[src/rtl/sme_pkg.sv]
// Shared types and sizing for the string-matching-engine feeder.
package sme_pkg;

    localparam int   STR_MAX  = 32;
    localparam int   PAT_MAX  = 8;
    localparam int   DW       = 8;

    localparam logic KIND_STR = 1'b0;
    localparam logic KIND_PAT = 1'b1;

    typedef enum logic [2:0] {
        IDLE,
        LOAD_STR,
        LOAD_PAT,
        SEND_STR,
        SEND_PAT,
        WAIT_RES
    } sme_feed_state_t;

endpackage

[src/rtl/sme_char_buf.sv]
// Character buffer: sequential write with clear/commit, sequential replay from index 0.
module sme_char_buf #(
    parameter int DEPTH = 8,
    parameter int DW    = 8
) (
    input  logic          clk,
    input  logic          rst_n,
    input  logic          clr,
    input  logic          wr_en,
    input  logic [DW-1:0] wr_data,
    input  logic          commit,
    input  logic          rd_first,
    input  logic          rd_next,
    output logic [DW-1:0] rd_data,
    output logic          rd_done,
    output logic          ovf_nxt
);

    localparam int AW = $clog2(DEPTH);
    localparam int CW = AW + 1;

    logic [DW-1:0] mem [DEPTH];
    logic [CW-1:0] wr_ptr;
    logic [CW-1:0] wr_ptr_nxt;
    logic [CW-1:0] base;
    logic [CW-1:0] len;
    logic [CW-1:0] rd_ptr;
    logic          ovf;
    logic          room;
    logic          wr_hit;

    // A clear in the same cycle as a write restarts the frame at index 0.
    assign base       = clr ? '0 : wr_ptr;
    assign room       = (base < CW'(DEPTH));
    assign wr_hit     = wr_en && room;
    assign wr_ptr_nxt = wr_hit ? base + CW'(1) : base;
    assign ovf_nxt    = (ovf && !clr) || (wr_en && !room);
    assign rd_done    = (rd_ptr >= len);

    // Index 0 may be written on the very edge that starts replay, so bypass it.
    assign rd_data = rd_first ? ((wr_hit && base == '0) ? wr_data : mem[0])
                              : mem[rd_ptr[AW-1:0]];

    // NOTE: the storage array has no reset; wr_ptr/len carry validity and those do reset.
    always_ff @(posedge clk) begin
        if (wr_hit) mem[base[AW-1:0]] <= wr_data;
    end

    always_ff @(posedge clk) begin
        if (!rst_n) begin
            wr_ptr <= '0;
            len    <= '0;
            rd_ptr <= '0;
            ovf    <= 1'b0;
        end else begin
            wr_ptr <= wr_ptr_nxt;
            ovf    <= ovf_nxt;
            if (commit)   len <= wr_ptr_nxt;
            else if (clr) len <= '0;
            if (rd_first)     rd_ptr <= CW'(1);
            else if (rd_next) rd_ptr <= rd_ptr + CW'(1);
        end
    end

endmodule

[src/rtl/sme_feeder.sv]
// Buffers framed string/pattern bytes and replays them to the SME as one
// contiguous burst per match request, holding input off until the result.
module sme_feeder
    import sme_pkg::*;
(
    input  logic          clk,
    input  logic          rst_n,
    input  logic          in_valid,
    output logic          in_ready,
    input  logic [DW-1:0] in_data,
    input  logic          in_kind,
    input  logic          in_last,
    output logic [DW-1:0] chardata,
    output logic          isstring,
    output logic          ispattern,
    input  logic          sme_out_valid,
    output logic          busy,
    output logic          err
);

    sme_feed_state_t state, state_nxt;

    logic          beat, str_end, pat_end;
    logic          s_clr, s_wr, s_commit, s_rd_first, s_rd_next, s_done, s_ovf;
    logic          p_clr, p_wr, p_commit, p_rd_first, p_rd_next, p_done, p_ovf;
    logic [DW-1:0] s_rd_data, p_rd_data, chardata_nxt;
    logic          str_valid, str_dirty, dirty_set, dirty_clr;
    logic          emit_str, emit_pat, err_nxt;

    assign in_ready = rst_n && (state == IDLE || state == LOAD_STR || state == LOAD_PAT);
    assign busy     = (state == SEND_STR || state == SEND_PAT || state == WAIT_RES);
    assign beat     = in_valid && in_ready;

    sme_char_buf #(.DEPTH(STR_MAX), .DW(DW)) u_str_buf (
        .clk      (clk),
        .rst_n    (rst_n),
        .clr      (s_clr),
        .wr_en    (s_wr),
        .wr_data  (in_data),
        .commit   (s_commit),
        .rd_first (s_rd_first),
        .rd_next  (s_rd_next),
        .rd_data  (s_rd_data),
        .rd_done  (s_done),
        .ovf_nxt  (s_ovf)
    );

    sme_char_buf #(.DEPTH(PAT_MAX), .DW(DW)) u_pat_buf (
        .clk      (clk),
        .rst_n    (rst_n),
        .clr      (p_clr),
        .wr_en    (p_wr),
        .wr_data  (in_data),
        .commit   (p_commit),
        .rd_first (p_rd_first),
        .rd_next  (p_rd_next),
        .rd_data  (p_rd_data),
        .rd_done  (p_done),
        .ovf_nxt  (p_ovf)
    );

    // NOTE: sequential state uses non-blocking assignments so every register sees pre-edge values.
    always_ff @(posedge clk) begin
        if (!rst_n) begin
            state     <= IDLE;
            str_valid <= 1'b0;
            str_dirty <= 1'b0;
            chardata  <= '0;
            isstring  <= 1'b0;
            ispattern <= 1'b0;
            err       <= 1'b0;
        end else begin
            state <= state_nxt;
            if (s_commit)   str_valid <= 1'b1;
            else if (s_clr) str_valid <= 1'b0;
            if (dirty_set)      str_dirty <= 1'b1;
            else if (dirty_clr) str_dirty <= 1'b0;
            chardata  <= chardata_nxt;
            isstring  <= emit_str;
            ispattern <= emit_pat;
            err       <= err_nxt;
        end
    end

    // NOTE: every signal gets a default before the case so no latch is inferred.
    always_comb begin
        state_nxt  = state;
        str_end    = 1'b0;
        pat_end    = 1'b0;
        s_clr      = 1'b0;
        s_wr       = 1'b0;
        s_commit   = 1'b0;
        s_rd_first = 1'b0;
        s_rd_next  = 1'b0;
        p_clr      = 1'b0;
        p_wr       = 1'b0;
        p_commit   = 1'b0;
        p_rd_first = 1'b0;
        p_rd_next  = 1'b0;
        dirty_set  = 1'b0;
        dirty_clr  = 1'b0;
        emit_str   = 1'b0;
        emit_pat   = 1'b0;
        err_nxt    = 1'b0;

        unique case (state)
            IDLE: if (beat) begin
                if (in_kind == KIND_STR) begin
                    s_clr     = 1'b1;
                    s_wr      = 1'b1;
                    str_end   = in_last;
                    state_nxt = in_last ? IDLE : LOAD_STR;
                end else begin
                    p_clr     = 1'b1;
                    p_wr      = 1'b1;
                    pat_end   = in_last;
                    state_nxt = LOAD_PAT;
                end
            end
            LOAD_STR: if (beat) begin
                if (in_kind != KIND_STR) begin
                    err_nxt   = 1'b1;
                    state_nxt = IDLE;
                end else begin
                    s_wr    = 1'b1;
                    str_end = in_last;
                    if (in_last) state_nxt = IDLE;
                end
            end
            LOAD_PAT: if (beat) begin
                if (in_kind != KIND_PAT) begin
                    err_nxt   = 1'b1;
                    state_nxt = IDLE;
                end else begin
                    p_wr    = 1'b1;
                    pat_end = in_last;
                end
            end
            SEND_STR: begin
                if (!s_done) begin
                    s_rd_next = 1'b1;
                    emit_str  = 1'b1;
                end else begin
                    state_nxt  = SEND_PAT;
                    p_rd_first = 1'b1;
                    emit_pat   = 1'b1;
                end
            end
            SEND_PAT: begin
                if (!p_done) begin
                    p_rd_next = 1'b1;
                    emit_pat  = 1'b1;
                end else begin
                    state_nxt = WAIT_RES;
                    dirty_clr = 1'b1;
                end
            end
            WAIT_RES: if (sme_out_valid) state_nxt = IDLE;
            default: state_nxt = IDLE;
        endcase

        if (str_end) begin
            s_commit  = 1'b1;
            dirty_set = 1'b1;
            err_nxt   = s_ovf;
        end

        // A completed pattern starts replay at once; without a stored string it is dropped.
        if (pat_end) begin
            if (!str_valid) begin
                err_nxt   = 1'b1;
                state_nxt = IDLE;
            end else begin
                p_commit = 1'b1;
                err_nxt  = p_ovf;
                if (str_dirty) begin
                    state_nxt  = SEND_STR;
                    s_rd_first = 1'b1;
                    emit_str   = 1'b1;
                end else begin
                    state_nxt  = SEND_PAT;
                    p_rd_first = 1'b1;
                    emit_pat   = 1'b1;
                end
            end
        end
    end

    always_comb begin
        chardata_nxt = '0;
        if (emit_str)      chardata_nxt = s_rd_data;
        else if (emit_pat) chardata_nxt = p_rd_data;
    end

endmodule

[config.mk]
export PLATFORM = sky130hd
export DESIGN_NAME = sme_feeder
export DESIGN_NICKNAME = d
export VERILOG_FILES = /design/src/rtl/sme_pkg.sv /design/src/rtl/sme_char_buf.sv /design/src/rtl/sme_feeder.sv
export SDC_FILE = /design/constraint.sdc
export NUM_CORES = 1
export LEC_CHECK = 0
export ABC_AREA = 1
export CAP_MARGIN = 20
export CORE_UTILIZATION = 30
export DETAILED_ROUTE_END_ITERATION = 8
export DONT_BUFFER_PORTS = 1
export GPL_TIMING_DRIVEN = 0
export PLACE_DENSITY = 0.44
export SKIP_CTS_REPAIR_TIMING = 1
export SLEW_MARGIN = 40
export SYNTH_ARGS = -nofsm -noshare
export SYNTH_HDL_FRONTEND = slang
export SYNTH_SLANG_ARGS = --single-unit
export TNS_END_PERCENT = 20
[constraint.sdc]
create_clock -name clk -period 3.1 [get_ports clk]
set_input_delay 0.62 -clock clk [delete_from_list [all_inputs] [get_ports clk]]
set_output_delay 0.62 -clock clk [all_outputs]
set_load 0.005 [all_outputs]
After elaboration in Yosys (flattened, before gate mapping)
Memory sizes are Yosys's and may differ from the RTL's.
Index checks and enable logic that the tools add are counted.
W data, S select, Z words.
{"block": "op_classes", "addsub": 4, "magnitude_cmp": 4, "n_eq_ne": 13, "muxes": 83, "bitwise": 1, "reduce_logical": 33}
{"op": "$mux W1", "count": 53}
{"op": "$mux W8", "count": 6}
{"op": "$mux W3", "count": 12}
{"op": "$mux W6", "count": 4}
{"op": "$ne A3 B3 Y1 const B", "count": 7}
{"op": "$pmux W3 S6", "count": 1}
{"op": "$mux W4", "count": 4}
{"op": "$add A6 B1 Y6 const B", "count": 2}
{"op": "$logic_and A1 B1 Y1", "count": 10}
{"op": "$reduce_bool A2 Y1", "count": 5}
{"op": "$add A4 B1 Y4 const B", "count": 2}
{"op": "$reduce_and A8 Y1", "count": 1}
{"op": "$reduce_or A2 Y1", "count": 4}
{"op": "$eq A3 B2 Y1 const B", "count": 2}
{"op": "$eq A3 B3 Y1 const B", "count": 2}
{"op": "$ge A6 B6 Y1", "count": 1}
{"op": "$logic_not A6 Y1", "count": 1}
{"op": "$logic_or A1 B1 Y1", "count": 6}
{"op": "$lt A6 B6 Y1 const B", "count": 1}
{"op": "$ge A4 B4 Y1", "count": 1}
{"op": "$logic_not A1 Y1", "count": 4}
{"op": "$logic_not A4 Y1", "count": 1}
{"op": "$lt A4 B4 Y1 const B", "count": 1}
{"op": "$ne A4 B4 Y1 const B", "count": 1}
{"op": "5 further kinds", "count": 6}
{"block": "totals", "reg_bits": 48, "ramBits": 320, "input_bits": 14, "output_inout_bits": 13, "elab_cells": 157, "n_memories": 2}
{"name": "u_str_buf.mem", "depth": 32, "width": 8, "rd": 2, "rd_ports_with_merged_regs": 0, "write_ports": 1, "line_no": "sme_char_buf.sv:22", "source": "logic [DW-1:0] mem [DEPTH];"}
{"name": "u_pat_buf.mem", "depth": 8, "width": 8, "rd": 2, "rd_ports_with_merged_regs": 0, "write_ports": 1, "line_no": "sme_char_buf.sv:22"}

Logic depth before layout (Yosys ltp)
Gate-level depths: netlist of the first run.
{"block": "logic_depth", "ltp_word": 15, "mapped_depth": 15}

Modules after synthesis
Synthesis of the first run repeated with hierarchy kept, for this count alone.
{"block": "hier_totals", "cells_unflattened": 1699, "hier_area_um2": 16459.5}
{"mod": "sme_char_buf at u_str_buf", "n_inst": 1, "cells_each": 1186, "area_each_um2": 11964.0, "seq_area_each_um2": 8067.7}
{"mod": "sme_char_buf at u_pat_buf", "n_inst": 1, "cells_each": 374, "area_each_um2": 3563.4, "seq_area_each_um2": 2182.1}
{"mod": "sme_feeder", "n_inst": 1, "cells_each": 139, "area_each_um2": 932.1, "seq_area_each_um2": 320.3}

Worst setup path before layout of the first run
Ideal clock, no wire load.
{"block": "synth_path", "path_kind": "input-to-reg", "startpoint": "input port rst_n", "endpoint": "memory u_str_buf.mem[3][0] (enable)", "t_arrival_ns": 1.901, "required_ns": 2.717, "setup_slack_ns": 0.815, "cell_stages": 6, "path_buffers": 0, "cell_sequence": "nand4_4 -> nor2_4 -> o211ai_2 -> nor2_2 -> nand2_1 -> nor3_1"}
{"block": "synth_via", "elab_chain_len": 9}
{"item": "start: declaration", "line_no": "sme_feeder.sv:7", "source": "input logic rst_n,"}
{"item": "$logic_and A1 B1 Y1 *", "line_no": "sme_feeder.sv:30", "source": "assign in_ready = rst_n && (state == IDLE || state == LOAD_STR || state == LOAD_PAT);"}
{"item": "$logic_and A1 B1 Y1 *", "line_no": "sme_feeder.sv:32", "source": "assign beat = in_valid && in_ready;"}
{"item": "$mux W1 *", "line_no": "sme_feeder.sv:120", "source": "LOAD_STR: if (beat) begin"}
{"item": "$mux W1", "line_no": "sme_feeder.sv:106", "source": "unique case (state)"}
{"item": "$mux W6", "line_no": "sme_char_buf.sv:33", "source": "assign base = clr ? '0 : wr_ptr;"}
{"item": "$lt A6 B6 Y1", "line_no": "sme_char_buf.sv:34", "source": "assign room = (base < CW'(DEPTH));"}
{"item": "$logic_and A1 B1 Y1", "line_no": "sme_char_buf.sv:35", "source": "assign wr_hit = wr_en && room;"}
{"item": "$mux W1", "line_no": "sme_char_buf.sv:46", "source": "if (wr_hit) mem[base[AW-1:0]] <= wr_data;"}
{"item": "$mux W1 (not written as such)", "line_no": "sme_char_buf.sv:46"}
{"item": "end: declaration", "line_no": "sme_char_buf.sv:22"}
Mark *: on every way between the ends. The rest lies on a longest branch, timed or not.

Worst setup path in the final report of the first run
{"block": "layout_path", "startpoint": "register state[1]", "endpoint": "memory u_str_buf.mem[9][4] (enable)"}
{"block": "layout_via", "elab_chain_len": 12}
{"item": "start: declaration", "line_no": "sme_feeder.sv:21", "source": "sme_feed_state_t state, state_nxt;"}
{"item": "start signal: assignment", "line_no": "sme_feeder.sv:73", "source": "state <= state_nxt;"}
{"item": "$eq A3 B1 Y1 / $logic_not A3 Y1 (equally long branches)", "line_no": "sme_feeder.sv:30, sme_feeder.sv:106"}
{"item": "$logic_or A1 B1 Y1 (2 in a row)", "line_no": "sme_feeder.sv:30"}
{"item": "$logic_and A1 B1 Y1", "line_no": "sme_feeder.sv:30"}
{"item": "$logic_and A1 B1 Y1", "line_no": "sme_feeder.sv:32"}
{"item": "$mux W1", "line_no": "sme_feeder.sv:120"}
{"item": "$mux W1", "line_no": "sme_feeder.sv:106"}
{"item": "$mux W6", "line_no": "sme_char_buf.sv:33"}
{"item": "$lt A6 B6 Y1", "line_no": "sme_char_buf.sv:34"}
{"item": "$logic_and A1 B1 Y1", "line_no": "sme_char_buf.sv:35"}
{"item": "$mux W1", "line_no": "sme_char_buf.sv:46"}
{"item": "$mux W1 (not written as such)", "line_no": "sme_char_buf.sv:46"}
Several ways; a longest one is shown, not always the timed one.

==> results.py, run 1 <==
metrics = {
    "run_status": {
        "status": "finished, final reports clean",
    },
    "floorplanning": {
        "core_area_sq_mm": 0.0515,
        "ios": 27,
        "dieArea_sq_mm": 0.0533,
        "die_h_um": 231,
        "start_util_pct": 30.5,
        "row_count": 83,
        "die_w_um": 231,
    },
    "clock_network": {
        "numClockSinks": 368,
        "cts-root-buf": "clkbuf_16",
        "cts_buffers": 42,
        "insertion_delay_ns": 0.56,
        "clk_pin_slew_ns": 0.06,
        "ctsHtreeMaxLevel": 2,
        "cts_buffer_depth": 3,
        "cts_tree": "done",
    },
    "critical_path": {
        "worstSetupStartpointType": "register",
        "crit_arrival_ns": 3.20,
        "criticalPathCategory": "reg -> reg",
        "crit_buf_inv": 2,
        "crit_path_max_incr_delay_ns": 0.78,
        "cp_data_required_time_ns": 3.29,
        "cp_top_family": "simple AND/OR/NAND/NOR gates",
        "worstSetupEndpointType": "register",
        "cp_slowest_cell": "nor2_1",
        "path_cells": "nand2_2 -> nand4_4 -> nor2_4 -> nand2_2 -> buf_6 -> nand2_1 -> inv_1 -> ha_1 -> nand2_1 -> nor2_1",
        "cp_max_fo": 10,
    },
    "detailed_routing": {
        "wirelength_um": 46700,
        "met3RoutedLength_um": 2180,
        "antenna_left": 0,
        "routed.top_layer": "met4",
        "met2_length_um": 20800,
        "drc": 0,
        "first_pass_iters": 7,
        "wl_met1_um": 22800,
        "wl_per_cell_um": 21.0,
        "avgViaCountPerCell": 4.90,
        "drtIter0Drc": 945,
        "num_vias": 10895,
    },
    "place": {
        "dp_slack_ns": -0.398,
        "dp_hpwl_um": 31300,
        "io_buffers": 0,
        "placed_area_sq_mm": 0.0166,
        "gp_congestion": 0.835,
    },
    "timing": {
        "fin_crit_ns": 3.00,
        "worst_pin_slew_ns": 0.891,
        "hold-worst-slack_ns": 0.153,
        "final.setup_skew_ns": 0.0232,
        "rsz0062_at_grt": "yes",
        "max_slew_margin_pct": 40.6,
        "hold_viol": 0,
        "drv_slew": 0,
        "fmax_ghz": 0.333,
        "fin_ws_ns": 0.0954,
        "setup_viol": 0,
        "min_period_over_period_pct": 96.9,
    },
    "yosys": {
        "synth_area_sq_mm": 0.0157,
        "yosysWarnings": 0,
        "avgSynthCellArea_sq_um": 10.7,
        "synth_nets": 1497,
        "async_flop_share_pct": 0,
        "synth_cell_types": 44,
        "yosys_most_used_dff": "edfxtp_1",
        "ys_seq_elements": 368,
        "seq_area_frac_synth_pct": 67.2,
        "syn-instance-count": 1467,
        "synth_edf_count": 320,
    },
    "final_layout": {
        "nFillCells": 5251,
        "fin_util_pct": 35.0,
        "mostFrequentLayoutCell": "edfxtp_1",
        "drive_gt1_share_pct": 9.26,
        "area_delta_synth_final_pct": 14.6,
        "antennaDiodeCount": 0,
        "final_design_area_no_fill_sq_mm": 0.0180,
        "layout_common_cells": "edfxtp_1 (320), nand2_1 (281), nor2_1 (226)",
        "multiInputGateArea_sq_mm": 0.00459,
        "fin_nets": 1543,
        "final-seq-area_sq_mm": 0.0106,
    },
    "power": {
        "pwr_density_cell_mw_per_mm2": 589,
        "ir_worst_vdd_mv": 0.303,
        "p_leak_nw": 6.36,
    },
    "global_route": {
        "grt_pass1_wl_um": 70300,
        "grt_overflow_total": 0,
        "grt_pass1_vias": 10906,
        "grt_max_degree": 42,
        "grt_usage_pct": 17.8,
        "antenna_found_initial": 0,
    },
    "min_path": {
        "min_path_type": "in -> reg",
    },
    "job": {
        "timing.max_cap.violations": 0,
    },
}
-- flip-flops by register name, indices dropped and copies added, names as in the netlist, 3 cells and up --
signal and cells:
u_pat_buf.wr_ptr 4, u_pat_buf.mem 64, u_str_buf.wr_ptr 6, state 3, u_str_buf.mem 256, u_pat_buf.rd_ptr 4, u_str_buf.len 6, u_str_buf.rd_ptr 6
u_pat_buf.len 4, chardata 8
-- through the flow --
stage	power, mW	instances	setup TNS [ns]
5_1_grt	10.9	2224	-4.06
4_1_cts	10.7	2224	-3.43
6_report	10.6	2224	0
3_5_place_dp	5.70	2149	-3.24
2_1_floorplan	5.64	1467	0
3_3_place_gp	5.69	2147	-2.93
-- worst paths after layout --
path	start	end	slack, ns	depth (start not counted)
setup / recovery	state[1]	u_str_buf.mem[9][4]	0.1	10
hold / removal	in_data[0]	u_pat_buf.mem[3][0]	0.15	0
setup reg to reg	state[1]	u_str_buf.mem[9][4]	0.1	10
hold reg to reg	u_str_buf.len[3]	u_str_buf.len[3]	0.46	2
-- synthesized netlist by cell type (2+ instances only) --
master | instances | share of area, %
edfxtp_1 | 320 | 61
nand2_1 | 281 | 6.7
nor2_1 | 241 | 5.8
o21ai_0 | 129 | 4.1
nand3_1 | 125 | 4.0
inv_1 | 78 | 1.9
dfxtp_1 | 48 | 6.1
clkbuf_1 | 40 | 0.95
a21oi_1 | 38 | 1.2
o211ai_1 | 38 | 1.8
ha_1 | 16 | 1.3
buf_2 | 15 | 0.48
nand4_1 | 11 | 0.44
buf_1 | 8 | 0.19
nor3_1 | 8 | 0.25
or2_2 | 8 | 0.32
nand2_2 | 7 | 0.28
clkinv_1 | 5 | 0.12
nor2_4 | 5 | 0.36
nor2_2 | 4 | 0.16
o22ai_1 | 4 | 0.16
buf_6 | 3 | 0.21
inv_2 | 3 | 0.072
nand2_4 | 3 | 0.21
nand3_2 | 3 | 0.19
o21bai_1 | 3 | 0.14
xor2_1 | 3 | 0.17
nand3_4 | 2 | 0.22
nand3b_1 | 2 | 0.095
o21ai_1 | 2 | 0.064
-- cells by family (layout without fill, tap and decap cells) --
| logic type | Yosys count | count (layout) | share of synthesized area, % |
|---|---|---|---|
| AND/OR/NAND/NOR | 703 | 703 | 19.2 |
| buffers and inverters | 152 | 229 | 3.89 |
| AO/OA/AOI/OAI | 225 | 225 | 8.24 |
| flip-flops | 368 | 368 | 67.2 |
| adder cells (fa/ha/maj) | 16 | 16 | 1.27 |
| XOR/XNOR | 3 | 3 | 0.167 |
-- layer usage --
metal	global-route usage (%)	vias up
met5	0	-
met4	5.17	0
met3	2.42	60
met2	27.9	263
met1	25.6	5377
li1	-	5195
-- where the power goes --
| group | switching [mW] | total [mW] | internal (mW) |
|---|---|---|---|
| Combinational | 0.130 | 0.183 | 0.0531 |
| Clock | 2.00 | 5.02 | 3.01 |
| Sequential | 0.0144 | 5.41 | 5.40 |
| Total | 2.15 | 10.6 | 8.46 |
-- final cells by class --
cell class	instances	share of cell area, %
buffer	64	1.57
clock buffer	58	6.39
clock inverter	17	1.19
inverter	86	1.81
multi-input combinational	947	25.5
sequential	368	58.7
tap	680	4.72
timing repair buffer	4	0.167
No activity file was read; power rests on OpenSTA's default activity.
==> run 2: changes to the inputs <==
--- a/config.mk
+++ b/config.mk
@@ -10,7 +10,6 @@
 export CORE_UTILIZATION = 30
 export DETAILED_ROUTE_END_ITERATION = 8
 export DONT_BUFFER_PORTS = 1
-export GPL_TIMING_DRIVEN = 0
 export PLACE_DENSITY = 0.44
 export SKIP_CTS_REPAIR_TIMING = 1
 export SLEW_MARGIN = 40
==> results.py, run 2 (same netlist as run 1, synthesis figures left out) <==
metrics = {
    "run_status": {
        "status": "finished, final reports clean",
    },
    "critical_path": {
        "cp_max_fo": 8,
        "worstSetupEndpointType": "register",
        "rr_worst_depth": 8,
        "criticalPathCategory": "reg -> reg",
        "reg2reg_to": "u_str_buf.mem[20][7]",
        "r2r-start": "state[2]",
        "worstSetupStartpointType": "register",
        "crit_arrival_ns": 2.78,
        "cp_data_required_time_ns": 3.29,
        "reg2reg_slack_ns": 0.51,
    },
    "place": {
        "gp_congestion": 0.836,
        "io_buffers": 0,
        "placed_area_sq_mm": 0.0167,
        "post-place-cells": 2125,
        "dp_hpwl_um": 27000,
    },
    "detailed_routing": {
        "drc": 0,
        "wl_per_cell_um": 19.7,
        "wirelength_um": 43300,
        "antenna_left": 0,
        "first_pass_iters": 5,
        "drtIter0Drc": 742,
        "num_vias": 10572,
        "avgViaCountPerCell": 4.81,
    },
    "clock_network": {
        "insertion_delay_ns": 0.56,
        "cts_tree": "done",
        "cts_buffers": 42,
        "cts_buffer_depth": 3,
        "ctsHtreeMaxLevel": 2,
        "cts-root-buf": "clkbuf_16",
        "clk_pin_slew_ns": 0.06,
        "numClockSinks": 368,
    },
    "timing": {
        "fin_crit_ns": 2.59,
        "hold-worst-slack_ns": 0.151,
        "tns_ns": 0,
        "max_slew_margin_pct": 48.2,
        "drv_slew": 0,
        "rsz0062_at_grt": "no",
        "fmax_ghz": 0.387,
        "hold_viol": 0,
        "min_period_over_period_pct": 83.4,
        "worst_pin_slew_ns": 0.773,
        "setup_viol": 0,
        "final.setup_skew_ns": 0.0267,
    },
    "final_layout": {
        "antennaDiodeCount": 0,
        "layout_common_cells": "edfxtp_1 (320), nand2_1 (281), nor2_1 (241)",
        "drive_gt1_share_pct": 9.94,
        "mostFrequentLayoutCell": "edfxtp_1",
        "fin_cells": 2199,
        "final_design_area_no_fill_sq_mm": 0.0181,
        "largest_reg_flops": 256,
        "area_delta_synth_final_pct": 15.4,
        "fin_nets": 1519,
    },
    "power": {
        "pwr_density_cell_mw_per_mm2": 604,
        "p_leak_nw": 6.49,
        "ir_worst_vdd_mv": 0.312,
    },
    "floorplanning": {
        "dieArea_sq_mm": 0.0533,
        "die_w_um": 231,
        "die_h_um": 231,
        "core_area_sq_mm": 0.0515,
        "row_count": 83,
        "start_util_pct": 30.5,
        "ios": 27,
    },
    "global_route": {
        "antenna_found_initial": 0,
        "grt_usage_pct": 16.4,
        "grt_pass1_vias": 10625,
        "grt_max_degree": 116,
        "grt_overflow_total": 0,
        "grt_pass1_wl_um": 65500,
    },
    "min_path": {
        "min_path_type": "in -> reg",
        "hold_depth": 0,
        "min_to": "u_pat_buf.mem[1][2]",
        "min-delay-start": "in_data[2]",
    },
    "job": {
        "timing.max_cap.violations": 0,
    },
}
## run 2: changes by cell type in the layout (fill, tap and decap cells not counted), sizes merged
cell and change:
clkbuf -45, clkinv +2, buf +15, clkinvlp -3, inv +1, bufinv +5
## run 2: per-stage QoR
| stage | power, mW | utilization [%] | setup WS (ns) |
|---|---|---|---|
| 6_report | 11.0 | 35.2 | 0.514 |
| 5_1_grt | 11.3 | 35.2 | 0.269 |
| 4_1_cts | 11.1 | 35.2 | 0.509 |
| 3_5_place_dp | 5.69 | 32.3 | 0.441 |
| 3_3_place_gp | 5.69 | 32.3 | 0.551 |
| 2_1_floorplan | 5.64 | - | 0.815 |
## run 2: cell type report
class | count | area [sq um]
sequential | 368 | 10600
clock buffer | 52 | 1120
timing repair buffer | 44 | 368
fill | 5205 | 33400
inverter | 86 | 324
tap | 680 | 851
clock inverter | 22 | 369
multi-input combinational | 947 | 4540
## run 2: layer usage
metal / GRT usage [%] / up-vias / routed length (um)
met4: 4.72 / 0 / 864
met1: 22.9 / 5197 / 20500
met2: 26.1 / 198 / 20000
li1: - / 5128 / -
met5: 0 / - / 0
met3: 2.69 / 49 / 1900
## run 2: worst max-delay path by stage
| stage | startpoint | endpoint | slack (ns) | depth (start not counted) |
|---|---|---|---|---|
| after detailed placement | rst_n | u_str_buf.mem[20][0] | 0.44 | 7 |
| after floorplan | rst_n | u_str_buf.mem[3][0] | 0.82 | 6 |
| after CTS | state[2] | u_str_buf.mem[20][5] | 0.51 | 8 |
| after global placement | in_valid | u_str_buf.mem[13][2] | 0.55 | 10 |
| final | state[2] | u_str_buf.mem[20][7] | 0.51 | 8 |
| after global routing | state[2] | u_str_buf.mem[13][1] | 0.27 | 11 |
## run 2: where the power goes
group / switching [mW] / total, mW / leakage (nW) / internal, mW
clock network: 1.99 / 5.38 / 0.725 / 3.39
logic: 0.122 / 0.176 / 2.50 / 0.0537
registers: 0.0112 / 5.41 / 3.27 / 5.39
## run 2: critical path, stage by stage, from the launching register on
cell and delay (ns):
dfxtp_1 0.38, nor2_2 0.20, inv_1 0.13, nor2_4 0.17
nand2_2 0.12, buf_4 0.19, o21ai_2 0.09, nand2_1 0.27
nor2_1 0.68
